## config.mk

```make
export PLATFORM = sky130hd
export DESIGN_NAME = hazard_ctrl
export DESIGN_NICKNAME = d
export VERILOG_FILES = /design/src/rtl/hazard_pkg.sv /design/src/rtl/hazard_ctrl_fwd_sel.sv /design/src/rtl/hazard_ctrl.sv
export SDC_FILE = /design/constraint.sdc
export NUM_CORES = 1
export LEC_CHECK = 0
export CORE_MARGIN = 2
export CORE_UTILIZATION = 32
export CTS_BUF_LIST = sky130_fd_sc_hd__clkbuf_16
export DETAILED_ROUTE_END_ITERATION = 6
export PLACE_DENSITY_LB_ADDON = 0.3
export SYNTH_ARGS = -nofsm -noshare
export SYNTH_HDL_FRONTEND = slang
export SYNTH_SLANG_ARGS = --single-unit
```

## constraint.sdc

```tcl
create_clock -name clk -period 1.44 [get_ports clk]
set_input_delay 0.144 -clock clk [delete_from_list [all_inputs] [get_ports clk]]
set_output_delay 0.144 -clock clk [all_outputs]
set_load 0.02 [all_outputs]
```

## src/rtl/hazard_pkg.sv

```systemverilog
// hazard_pkg: shared types and constants for the hazard controller.
// Forward select encodings, FSM state enum, stall/flush bundle, MUL_LAT bounds.
package hazard_pkg;

  localparam logic [1:0] FWD_RF = 2'b00;
  localparam logic [1:0] FWD_W  = 2'b01;
  localparam logic [1:0] FWD_M  = 2'b10;

  localparam int MUL_LAT_MIN = 1;
  localparam int MUL_LAT_MAX = 16;

  typedef enum logic {
    IDLE = 1'b0,
    BUSY = 1'b1
  } hz_state_e;

  typedef struct packed {
    logic stall_f;
    logic stall_d;
    logic stall_e;
    logic stall_m;
    logic flush_d;
    logic flush_e;
    logic flush_m;
    logic flush_w;
  } hz_ctl_t;

endpackage

```

## src/rtl/hazard_ctrl_fwd_sel.sv

```systemverilog
// fwd_sel: operand bypass select for one E-stage source register.
// In: rs, rd_m/we_m, rd_w/we_w. Out: sel (FWD_M beats FWD_W, x0 never forwarded).
module fwd_sel
  import hazard_pkg::*;
#(
  parameter int REG_AW = 5
) (
  input  logic [REG_AW-1:0] rs,
  input  logic [REG_AW-1:0] rd_m,
  input  logic              we_m,
  input  logic [REG_AW-1:0] rd_w,
  input  logic              we_w,
  output logic [1:0]        sel
);

  logic rs_nz;

  assign rs_nz = (rs != '0);

  always_comb begin
    sel = FWD_RF;
    if (rs_nz && we_m && (rs == rd_m)) begin
      sel = FWD_M;
    end else if (rs_nz && we_w && (rs == rd_w)) begin
      sel = FWD_W;
    end
  end

endmodule

```

## src/rtl/hazard_ctrl.sv

```systemverilog
// hazard_ctrl: forwarding, load-use, branch flush, MUL/DIV occupancy and
// dmem wait handling for the 5-stage RV32 pipe; drives per-stage stall/flush.
module hazard_ctrl
  import hazard_pkg::*;
#(
  parameter int REG_AW  = 5,
  parameter int MUL_LAT = 4
) (
  input  logic              clk,
  input  logic              rst,
  input  logic [REG_AW-1:0] rs1D,
  input  logic [REG_AW-1:0] rs2D,
  input  logic [REG_AW-1:0] rs1E,
  input  logic [REG_AW-1:0] rs2E,
  input  logic [REG_AW-1:0] rdE,
  input  logic [REG_AW-1:0] rdM,
  input  logic [REG_AW-1:0] rdW,
  input  logic              reg_writeM,
  input  logic              reg_writeW,
  input  logic              mem_to_regE,
  input  logic              mul_startE,
  input  logic              branch_takenE,
  input  logic              dmem_reqM,
  input  logic              dmem_readyM,
  output logic [1:0]        forwardAE,
  output logic [1:0]        forwardBE,
  output logic              stallF,
  output logic              stallD,
  output logic              stallE,
  output logic              stallM,
  output logic              flushD,
  output logic              flushE,
  output logic              flushM,
  output logic              flushW
);

  localparam int CNT_W = (MUL_LAT > 1) ? $clog2(MUL_LAT) : 1;
  localparam logic [CNT_W-1:0] CNT_INIT =
    CNT_W'((MUL_LAT > 1) ? (MUL_LAT - 2) : 0);
  localparam logic [CNT_W-1:0] CNT_ONE = CNT_W'(1);
  localparam bit MUL_EN = (MUL_LAT > 1);

  hz_state_e        state_q, state_d;
  logic [CNT_W-1:0] cnt_q, cnt_d;

  logic       mem_stall;
  logic       lu_haz;
  logic       mul_stall;
  logic [1:0] fwd_a, fwd_b;
  hz_ctl_t    ctl;

  fwd_sel #(.REG_AW(REG_AW)) u_fwd_a (
    .rs   (rs1E),
    .rd_m (rdM),
    .we_m (reg_writeM),
    .rd_w (rdW),
    .we_w (reg_writeW),
    .sel  (fwd_a)
  );

  fwd_sel #(.REG_AW(REG_AW)) u_fwd_b (
    .rs   (rs2E),
    .rd_m (rdM),
    .we_m (reg_writeM),
    .rd_w (rdW),
    .we_w (reg_writeW),
    .sel  (fwd_b)
  );

  assign mem_stall = dmem_reqM & ~dmem_readyM;
  assign lu_haz = mem_to_regE & (rdE != '0) &
                  ((rs1D == rdE) | (rs2D == rdE));

  // Occupancy tracking; a dmem wait freezes the counter so each wait
  // cycle stretches the multi-cycle window by one.
  always_comb begin
    state_d   = state_q;
    cnt_d     = cnt_q;
    mul_stall = 1'b0;
    unique case (state_q)
      IDLE: begin
        if (MUL_EN && mul_startE && !mem_stall) begin
          mul_stall = 1'b1;
          state_d   = BUSY;
          cnt_d     = CNT_INIT;
        end
      end
      BUSY: begin
        mul_stall = (cnt_q != '0);
        if (!mem_stall) begin
          if (cnt_q == '0) begin
            state_d = IDLE;
          end else begin
            cnt_d = cnt_q - CNT_ONE;
          end
        end
      end
    endcase
  end

  always_ff @(posedge clk or posedge rst) begin
    if (rst) begin
      state_q <= IDLE;
      cnt_q   <= '0;
    end else begin
      state_q <= state_d;
      cnt_q   <= cnt_d;
    end
  end

  // Strict priority; a pending dmem wait holds the whole pipe and lets
  // a branch in E resolve again once M completes.
  always_comb begin
    ctl = '0;
    if (rst) begin
      ctl = '0;
    end else if (mem_stall) begin
      ctl.stall_f = 1'b1;
      ctl.stall_d = 1'b1;
      ctl.stall_e = 1'b1;
      ctl.stall_m = 1'b1;
      ctl.flush_w = 1'b1;
    end else if (mul_stall) begin
      ctl.stall_f = 1'b1;
      ctl.stall_d = 1'b1;
      ctl.stall_e = 1'b1;
      ctl.flush_m = 1'b1;
    end else if (branch_takenE) begin
      ctl.flush_d = 1'b1;
      ctl.flush_e = 1'b1;
    end else if (lu_haz) begin
      ctl.stall_f = 1'b1;
      ctl.stall_d = 1'b1;
      ctl.flush_e = 1'b1;
    end
  end

  assign forwardAE = rst ? FWD_RF : fwd_a;
  assign forwardBE = rst ? FWD_RF : fwd_b;

  assign stallF = ctl.stall_f;
  assign stallD = ctl.stall_d;
  assign stallE = ctl.stall_e;
  assign stallM = ctl.stall_m;
  assign flushD = ctl.flush_d;
  assign flushE = ctl.flush_e;
  assign flushM = ctl.flush_m;
  assign flushW = ctl.flush_w;

endmodule

```

Word-level counts from Yosys, hierarchy flattened
Index checks and enable logic that the tools add are counted.

storage, ports and cells
  register bits = 3
  input port bits = 44
  output and inout bits = 12
  word-level logic and storage cells = 61

cells by class
  $add $sub $neg = 1
  eq/ne operators = 9
  multiplexer cells = 27
  bitwise operators = 6
  reduce and logical (&&, ||, !) cells = 16

operator list
  cell                   count
  $eq A5 B5 Y1           6
  $mux W2                11
  $reduce_bool A5 Y1     3
  $mux W1                10
  $logic_and A1 B1 Y1    9
  $mux W8                1
  $mux W3                2
  $ne A2 B2 Y1 const B   3
  $pmux W1 S2            2
  $pmux W2 S2            1
  $and A1 B1 Y1          3
  $reduce_and A3 Y1      1
  $logic_not A2 Y1       1
  $not A1 Y1             2
  $reduce_bool A2 Y1     1
  $sub A2 B1 Y2 const B  1
  $logic_not A1 Y1       1
  $or A1 B1 Y1           1

Depth between registers and ports, before layout
Gate-level depths: netlist of the first run.

  depth after elaboration = 9
  depth in mapped cells = 6
  depth with buffers taken out = 5

Modules after synthesis
A second synthesis of the first run with hierarchy kept.

unflattened totals
  cells, all modules = 91
  area total of the unflattened synthesis = 681.9 um2

by module, submodules not included
  module       instances  cells an instance  area an instance (um2)
  hazard_ctrl  1          55                 404.1
  fwd_sel      2          18                 138.9

Worst setup path after synthesis of the first run
Ideal clock, no wire load.

  kind = register to output
  from = register cnt_q[0]
  to = output stallF
  arrival = 1795 ps
  path slack = -499 ps
  cell stages (with the launch flop) = 7
  cells stage by stage = dfrtp_1 -> inv_1 -> ha_1 -> a21o_1 -> a21oi_1 -> o21bai_1 -> buf_4

on the way
  longest elaborated chain between the ends = 5

ends and longest elaborated chain
  item                    line                text
  from (decl)             hazard_ctrl.sv:44   logic [CNT_W-1:0] cnt_q, cnt_d;
  from (signal assigned)  hazard_ctrl.sv:107  cnt_q <= cnt_d;
  $reduce_bool A2 Y1      hazard_ctrl.sv:89   mul_stall = (cnt_q != '0);
  $pmux W1 S2             hazard_ctrl.sv:80   unique case (state_q)
  $mux W2                 hazard_ctrl.sv:123  end else if (mul_stall) begin
  $mux W3                 hazard_ctrl.sv:117  end else if (mem_stall) begin
  $mux W8                 hazard_ctrl.sv:115  if (rst) begin
  to (decl)               hazard_ctrl.sv:27   output logic stallF,

Every way passes these cells.

Worst setup path in the final report of the first run
  from = input rs1E[0]
  to = output forwardAE[0]

on the way
  longest elaborated chain between the ends = 6

ends and longest elaborated chain
  item                              line                       text
  from (decl)                       hazard_ctrl.sv:13          input logic [REG_AW-1:0] rs1E,
  $reduce_bool A5 Y1                hazard_ctrl_fwd_sel.sv:18  assign rs_nz = (rs != '0);
  $logic_and A1 B1 Y1 (2 in a row)  hazard_ctrl_fwd_sel.sv:24  end else if (rs_nz && we_w && (rs == rd_w)) begin
  $mux W1                           hazard_ctrl_fwd_sel.sv:24
  $mux W2 (*)                       hazard_ctrl_fwd_sel.sv:22  if (rs_nz && we_m && (rs == rd_m)) begin
  $mux W2 (*)                       hazard_ctrl.sv:138         assign forwardAE = rst ? FWD_RF : fwd_a;
  to (decl)                         hazard_ctrl.sv:25          output logic [1:0] forwardAE,

Every way passes the cells marked *; elsewhere a longest branch is shown, timed or not.

==> metrics.txt, run 1 <==
Max Buffers Root-to-Sink=2; syn avg cell area=7.924 µm²; Worst Setup Start Kind=primary input; synthesized flop and latch total=3; Root Buffer=clkbuf_16; grt met1 use=0.2596; ys async rst share=1.000; Pre-antenna DRT Iters=5; Critical Path AT=1550 ps; Slew @ Worst Pin=334.9 ps; final setup vio count=9; Fillers=95; DRT antenna net count=0; slowest stage delay, CP=550 ps; synthesized area=689.4 µm²; die height=50.42 µm; Final period util=1.175; final net count=223; kind of critical path=in2out; crit-path leading delay family=simple AND/OR/NAND/NOR gates; Slowest cell on crit path=or4_4; total power draw=1.545 mW; # diodes=0; post-synthesis cell count=87; IO Port Bufs=55; Final Hold Vio Count=0; gp weighted congestion=0.8089; GR Util met2=0.4781; CTS H-tree lvls=1; Num CTS Buffers=3; Clk pin slew, worst setup/hold paths=30 ps; Req. time, crit path=1300 ps; FP Rows=16; skew final=1.083 ps; Core ar.=0.002002 mm²; RSZ-0062 raised after global routing=yes; Syn-to-layout area delta=159.3%; Initial DRC Count=22; Post-route DRC=0; sequential share of the synthesized area=0.1089; leakage power=0.7980 nW; Max FO, Critical Path=2; met3 Use GR=0.06845; fmax=590.9 MHz; hold slack=312.4 ps; max-slew headroom at the worst pin=0.7751; final worst slack=-252.4 ps; total global routing overflow=0; EDFF count, synth=0; routed wire length=3233 µm; Total Negative Setup Slacks=-1169 ps; Final Core Density=0.8931; Placed Cells=195; first-pass GRT wire length=4843 µm; WP buf/inv=3; chip width=50.42 µm; Mapped Nets=132; GRT Util Overall=0.2520; status=finished, violations left; failing checks=setup timing; DP HPWL=2106 µm; Critical Path, Cell by Cell=buf_6 > or4_4 > nor2_4 > nor4_4 > buf_4 > nor4_4 > buf_4; number of global-route vias before repair=1,108; layout cells sized above 1=0.5537; TritonCTS clock tree=built; initial antenna violation count=0; P per Cell Area=864.1 mW/mm²; Setup crit end kind=output pin; Avg Vias per Cell=4.882; Yosys Warn Count=0; GRT busiest layer=met2; Top Ports=56; Max-Cap Viols=0; Clock Latency Late Sink=220 ps; DIE AREA=0.002542 mm²; Initial Util=0.3444; Most used DFF post-synth=dfrtp_1; Distinct cells, synth=30; Slew Viols, Final=0; DR vias=996; worst hold path type=in2async; Avg WL per Cell=15.85 µm; min Tclk post-route=1692 ps; maximum number of pins on one net before global-route repair=7; Clock Sinks=3; Post-Layout Cell Count=204; Peak supply drop=0.0009418 V
-- cells by family after synthesis --
group | after synthesis | synth area share
muxes | 1 | 0.01452
DFF | 3 | 0.1089
adders and majority gates | 1 | 0.01815
xor gates and xnor gates | 30 | 0.3811
AOI/OAI and AO/OA | 11 | 0.09801
buffers and inverters | 6 | 0.04354
and+or+nand+nor | 35 | 0.3358
-- path summary, 6_finish.rpt --
kind | start | end | slack (ps) | cells past startpoint
worst max-delay path | rs1E[0] | forwardAE[0] | -250 | 7
worst min-delay path | rst | cnt_q[0]$_DFFE_PP0P_ | 310 | 4
worst max register to register | cnt_q[0]$_DFFE_PP0P_ | cnt_q[0]$_DFFE_PP0P_ | 250 | 6
worst min register to register | state_q$_DFF_PP0_ | cnt_q[1]$_DFFE_PP0P_ | 610 | 1
max in group asynchronous | rst | cnt_q[1]$_DFFE_PP0P_ | 1030 | 4
min in group clk | state_q$_DFF_PP0_ | cnt_q[1]$_DFFE_PP0P_ | 610 | 1
-- synthesized netlist by cell type (all sizes together) (3+ instances only) --
master	instances	area, µm²
inv	4	15.01
a21oi	4	20.02
dfrtp	3	75.07
nand2	3	11.26
xnor2	16	140.1
nor4	4	43.80
nor2	9	48.80
or4	3	30.03
xor2	14	122.6
nor3	4	20.02
nand4	4	25.02
-- state kept, by name, indices dropped and copies added, names as in the netlist --
register and count:
state_q 1, cnt_q 2
-- worst reg2reg max path: stages, from the launching register on --
cell	delay, ps
dfrtp_1	370
inv_2	70
ha_4	160
buf_4	140
nor3_1	170
a21oi_1	60
o22ai_1	150
-- cell usage in the layout (no fill, tap or decap), types with 4 or more instances in the layout --
cell,Yosys,routed
buf_2,0,7
buf_4,2,31
buf_6,0,20
clkdlybuf4s50_1,0,18
dlygate4sd2_1,0,8
nand4_1,4,4
nor2_1,7,6
nor4_4,0,4
xnor2_1,16,11
xnor2_2,0,5
xor2_1,14,10
xor2_2,0,4
-- per-layer routing --
metal | vias to the layer above | share of wire
met5 | - | 0
met1 | 453 | 0.37
met2 | 57 | 0.54
li1 | 482 | -
met4 | 0 | 0.0090
met3 | 4 | 0.082
-- timing repair --
action                     CTS  global route
pin swaps                   22            13
setup buffers                4             1
hold endpoints to repair     0             0
gates resized for setup    161            15
setup endpoints to repair   12            10
hold buffers                 0             0
-- through the flow --
stage	setup WS [ps]	instance area [µm²]
2_1_floorplan	-39.02	757.0
3_3_place_gp	-854.8	1533
3_5_place_dp	-898.1	1533
4_1_cts	-229.5	1738
5_1_grt	-295.6	1788
6_report	-252.4	1788
-- where the power goes --
group	internal, mW	total (mW)	switching [mW]
logic	0.518	0.941	0.423
registers	0.126	0.172	0.0461
clock network	0.358	0.432	0.0740
total	1.00	1.55	0.543
-- final cells by class --
| type | instances | area [µm²] | share of cell area |
|---|---|---|---|
| multi-input combinational | 78 | 799.5 | 0.4472 |
| timing repair buffer | 88 | 785.8 | 0.4395 |
| sequential | 3 | 75.07 | 0.04199 |
| clock buffer | 3 | 75.07 | 0.04199 |
| tap | 27 | 33.78 | 0.01889 |
| inverter | 4 | 15.01 | 0.008398 |
| clock inverter | 1 | 3.754 | 0.002099 |
No activity file was read; power rests on OpenSTA's default activity.
==> run 2: changes to the inputs <==
- HOLD_SLACK_MARGIN: not set -> 0.06
- PLACE_DENSITY_LB_ADDON: 0.3 -> 0.15
==> metrics.txt, run 2 (synthesized netlist as in run 1, its figures left out) <==
die height=50.42 µm; Setup crit end kind=output pin; Post-Place Setup Slack=-919.4 ps; initial antenna violation count=0; max-slew headroom at the worst pin=0.7280; skew final=2.536 ps; status=finished, violations left; final setup vio count=10; GRT Util Overall=0.2841; DRT antenna net count=0; min Tclk post-route=1711 ps; Slowest cell on crit path=dfrtp_1; Slew Viols, Final=0; worst hold path type=in2async; Critical Path, Cell by Cell=nor2_2 > a21o_4 > buf_6 > nand3b_1 > o21bai_4 > buf_6; kind of critical path=reg2out; Worst Setup Start Kind=register; layout cells sized above 1=0.5297; routed wire length=4051 µm; cell area after layout=0.001838 mm²; fmax=584.3 MHz; first-pass GRT wire length=5416 µm; Max-Cap Viols=0; RSZ-0062 raised after global routing=yes; TritonCTS clock tree=built; final worst slack=-271.4 ps; Clk pin slew, worst setup/hold paths=30 ps; Max FO, Critical Path=5; most frequent CP cell=buf_6; IO Port Bufs=55; crit-path leading delay family=flip-flops; hold_buf cts=0; Top Ports=56; Avg Vias per Cell=5.203; Num CTS Buffers=3; Final period util=1.188; FP Rows=16; Clock Sinks=3; most frequent cells in the layout=buf_4 (39), buf_6 (22), clkdlybuf4s50_1 (19); CTS H-tree lvls=1; Max Buffers Root-to-Sink=2; Syn-to-layout area delta=166.6%; gp weighted congestion=0.7973; Placed Cells=200; slowest stage delay, CP=450 ps; DR vias=1,103; final net count=231; Req. time, crit path=1300 ps; max reg flops=2; # diodes=0; Initial Util=0.3444; total global routing overflow=0; Post-route DRC=0; DP HPWL=2092 µm; P per Cell Area=897.4 mW/mm²; maximum number of pins on one net before global-route repair=6; Core ar.=0.002002 mm²; Initial DRC Count=20; Reg with most FFs=cnt_q; Post-Layout Cell Count=212; WP buf/inv=2; chip width=50.42 µm; Clock Latency Late Sink=220 ps; Root Buffer=clkbuf_16; DIE AREA=0.002542 mm²; failing checks=setup timing; area post-placement=0.001570 mm²; Top Registers=cnt_q: 2 flops, state_q: 1 flops; Final Hold Vio Count=0; Final Core Density=0.9181; number of global-route vias before repair=1,213; leakage power=0.8056 nW; Pre-antenna DRT Iters=4; Slew @ Worst Pin=406.6 ps; Critical Path AT=1570 ps; Fillers=71; Peak supply drop=0.0009057 V; most common cell after layout, fill and taps aside=buf_4; Avg WL per Cell=19.11 µm
==> run 2: changes by cell type in the layout (fill, tap and decap cells not counted), moves of 2 or more <==
cell             before  now
buf_4                31   39
xor2_2                4    1
buf_6                20   22
buf_2                 7    1
clkdlybuf4s15_2       0    2
dlymetal6s2s_1        3    0
xor2_1               10   13
clkdlybuf4s15_1       0    4
==> run 2: per-layer routing <==
layer	vias to the layer above	share of wire	wire length, µm	GRT usage
li1	498	-	-	-
met1	517	0.36	1466	0.2914
met2	66	0.53	2131	0.5592
met3	22	0.061	249	0.04167
met4	0	0.050	204	0.1216
met5	-	0	0	0
==> run 2: layout make-up <==
cell class | instances | area [µm²] | area share
Timing Repair Buffer | 96 | 877.1 | 0.4772
Sequential cell | 3 | 75.07 | 0.04084
Clock buffer | 3 | 75.07 | 0.04084
Tap cell | 27 | 33.78 | 0.01838
Inverter | 4 | 15.01 | 0.008169
Multi-Input combinational cell | 78 | 758.2 | 0.4125
Clock inverter | 1 | 3.754 | 0.002042
==> run 2: repair_timing <==
item | in CTS | in global routing
pin swaps | 23 | 11
setup buffers | 8 | 0
setup endpoints to repair | 12 | 11
gates resized for setup | 155 | 11
==> run 2: worst paths after layout <==
check	start	to	slack, ps	cells after the start
setup reg to reg	cnt_q[0]$_DFFE_PP0P_	cnt_q[0]$_DFFE_PP0P_	190	6
min in group clk	state_q$_DFF_PP0_	cnt_q[1]$_DFFE_PP0P_	640	1
hold reg to reg	state_q$_DFF_PP0_	cnt_q[1]$_DFFE_PP0P_	640	1
setup / recovery	state_q$_DFF_PP0_	flushE	-270	6
max in group asynchronous	rst	state_q$_DFF_PP0_	770	4
hold / removal	rst	cnt_q[0]$_DFFE_PP0P_	570	4
==> run 2: power by group <==
part | switching [mW] | leakage, nW | internal [mW] | total (mW)
registers | 0.0561 | 0.0336 | 0.126 | 0.182
clock network | 0.0719 | 0.0423 | 0.358 | 0.430
logic | 0.473 | 0.730 | 0.564 | 1.04
total | 0.601 | 0.806 | 1.05 | 1.65
==> run 2: stage by stage <==
| step | hold slack, ps | power, mW | TNS (ps) |
|---|---|---|---|
| after floorplan | -92.17 | 0.5676 | -39.02 |
| after global placement | 522.6 | 0.9496 | -7708 |
| after detailed placement | 530.6 | 0.9770 | -7937 |
| after CTS | 483.9 | 1.545 | -1221 |
| after global routing | 612.5 | 1.720 | -2130 |
| final | 571.0 | 1.649 | -1844 |
==> run 2: worst register-to-register path, stage by stage (launching register included) <==
cell,delay [ps]
dfrtp_1,380
inv_2,70
ha_4,160
buf_4,140
nor3_1,180
a21oi_1,70
o22ai_1,150
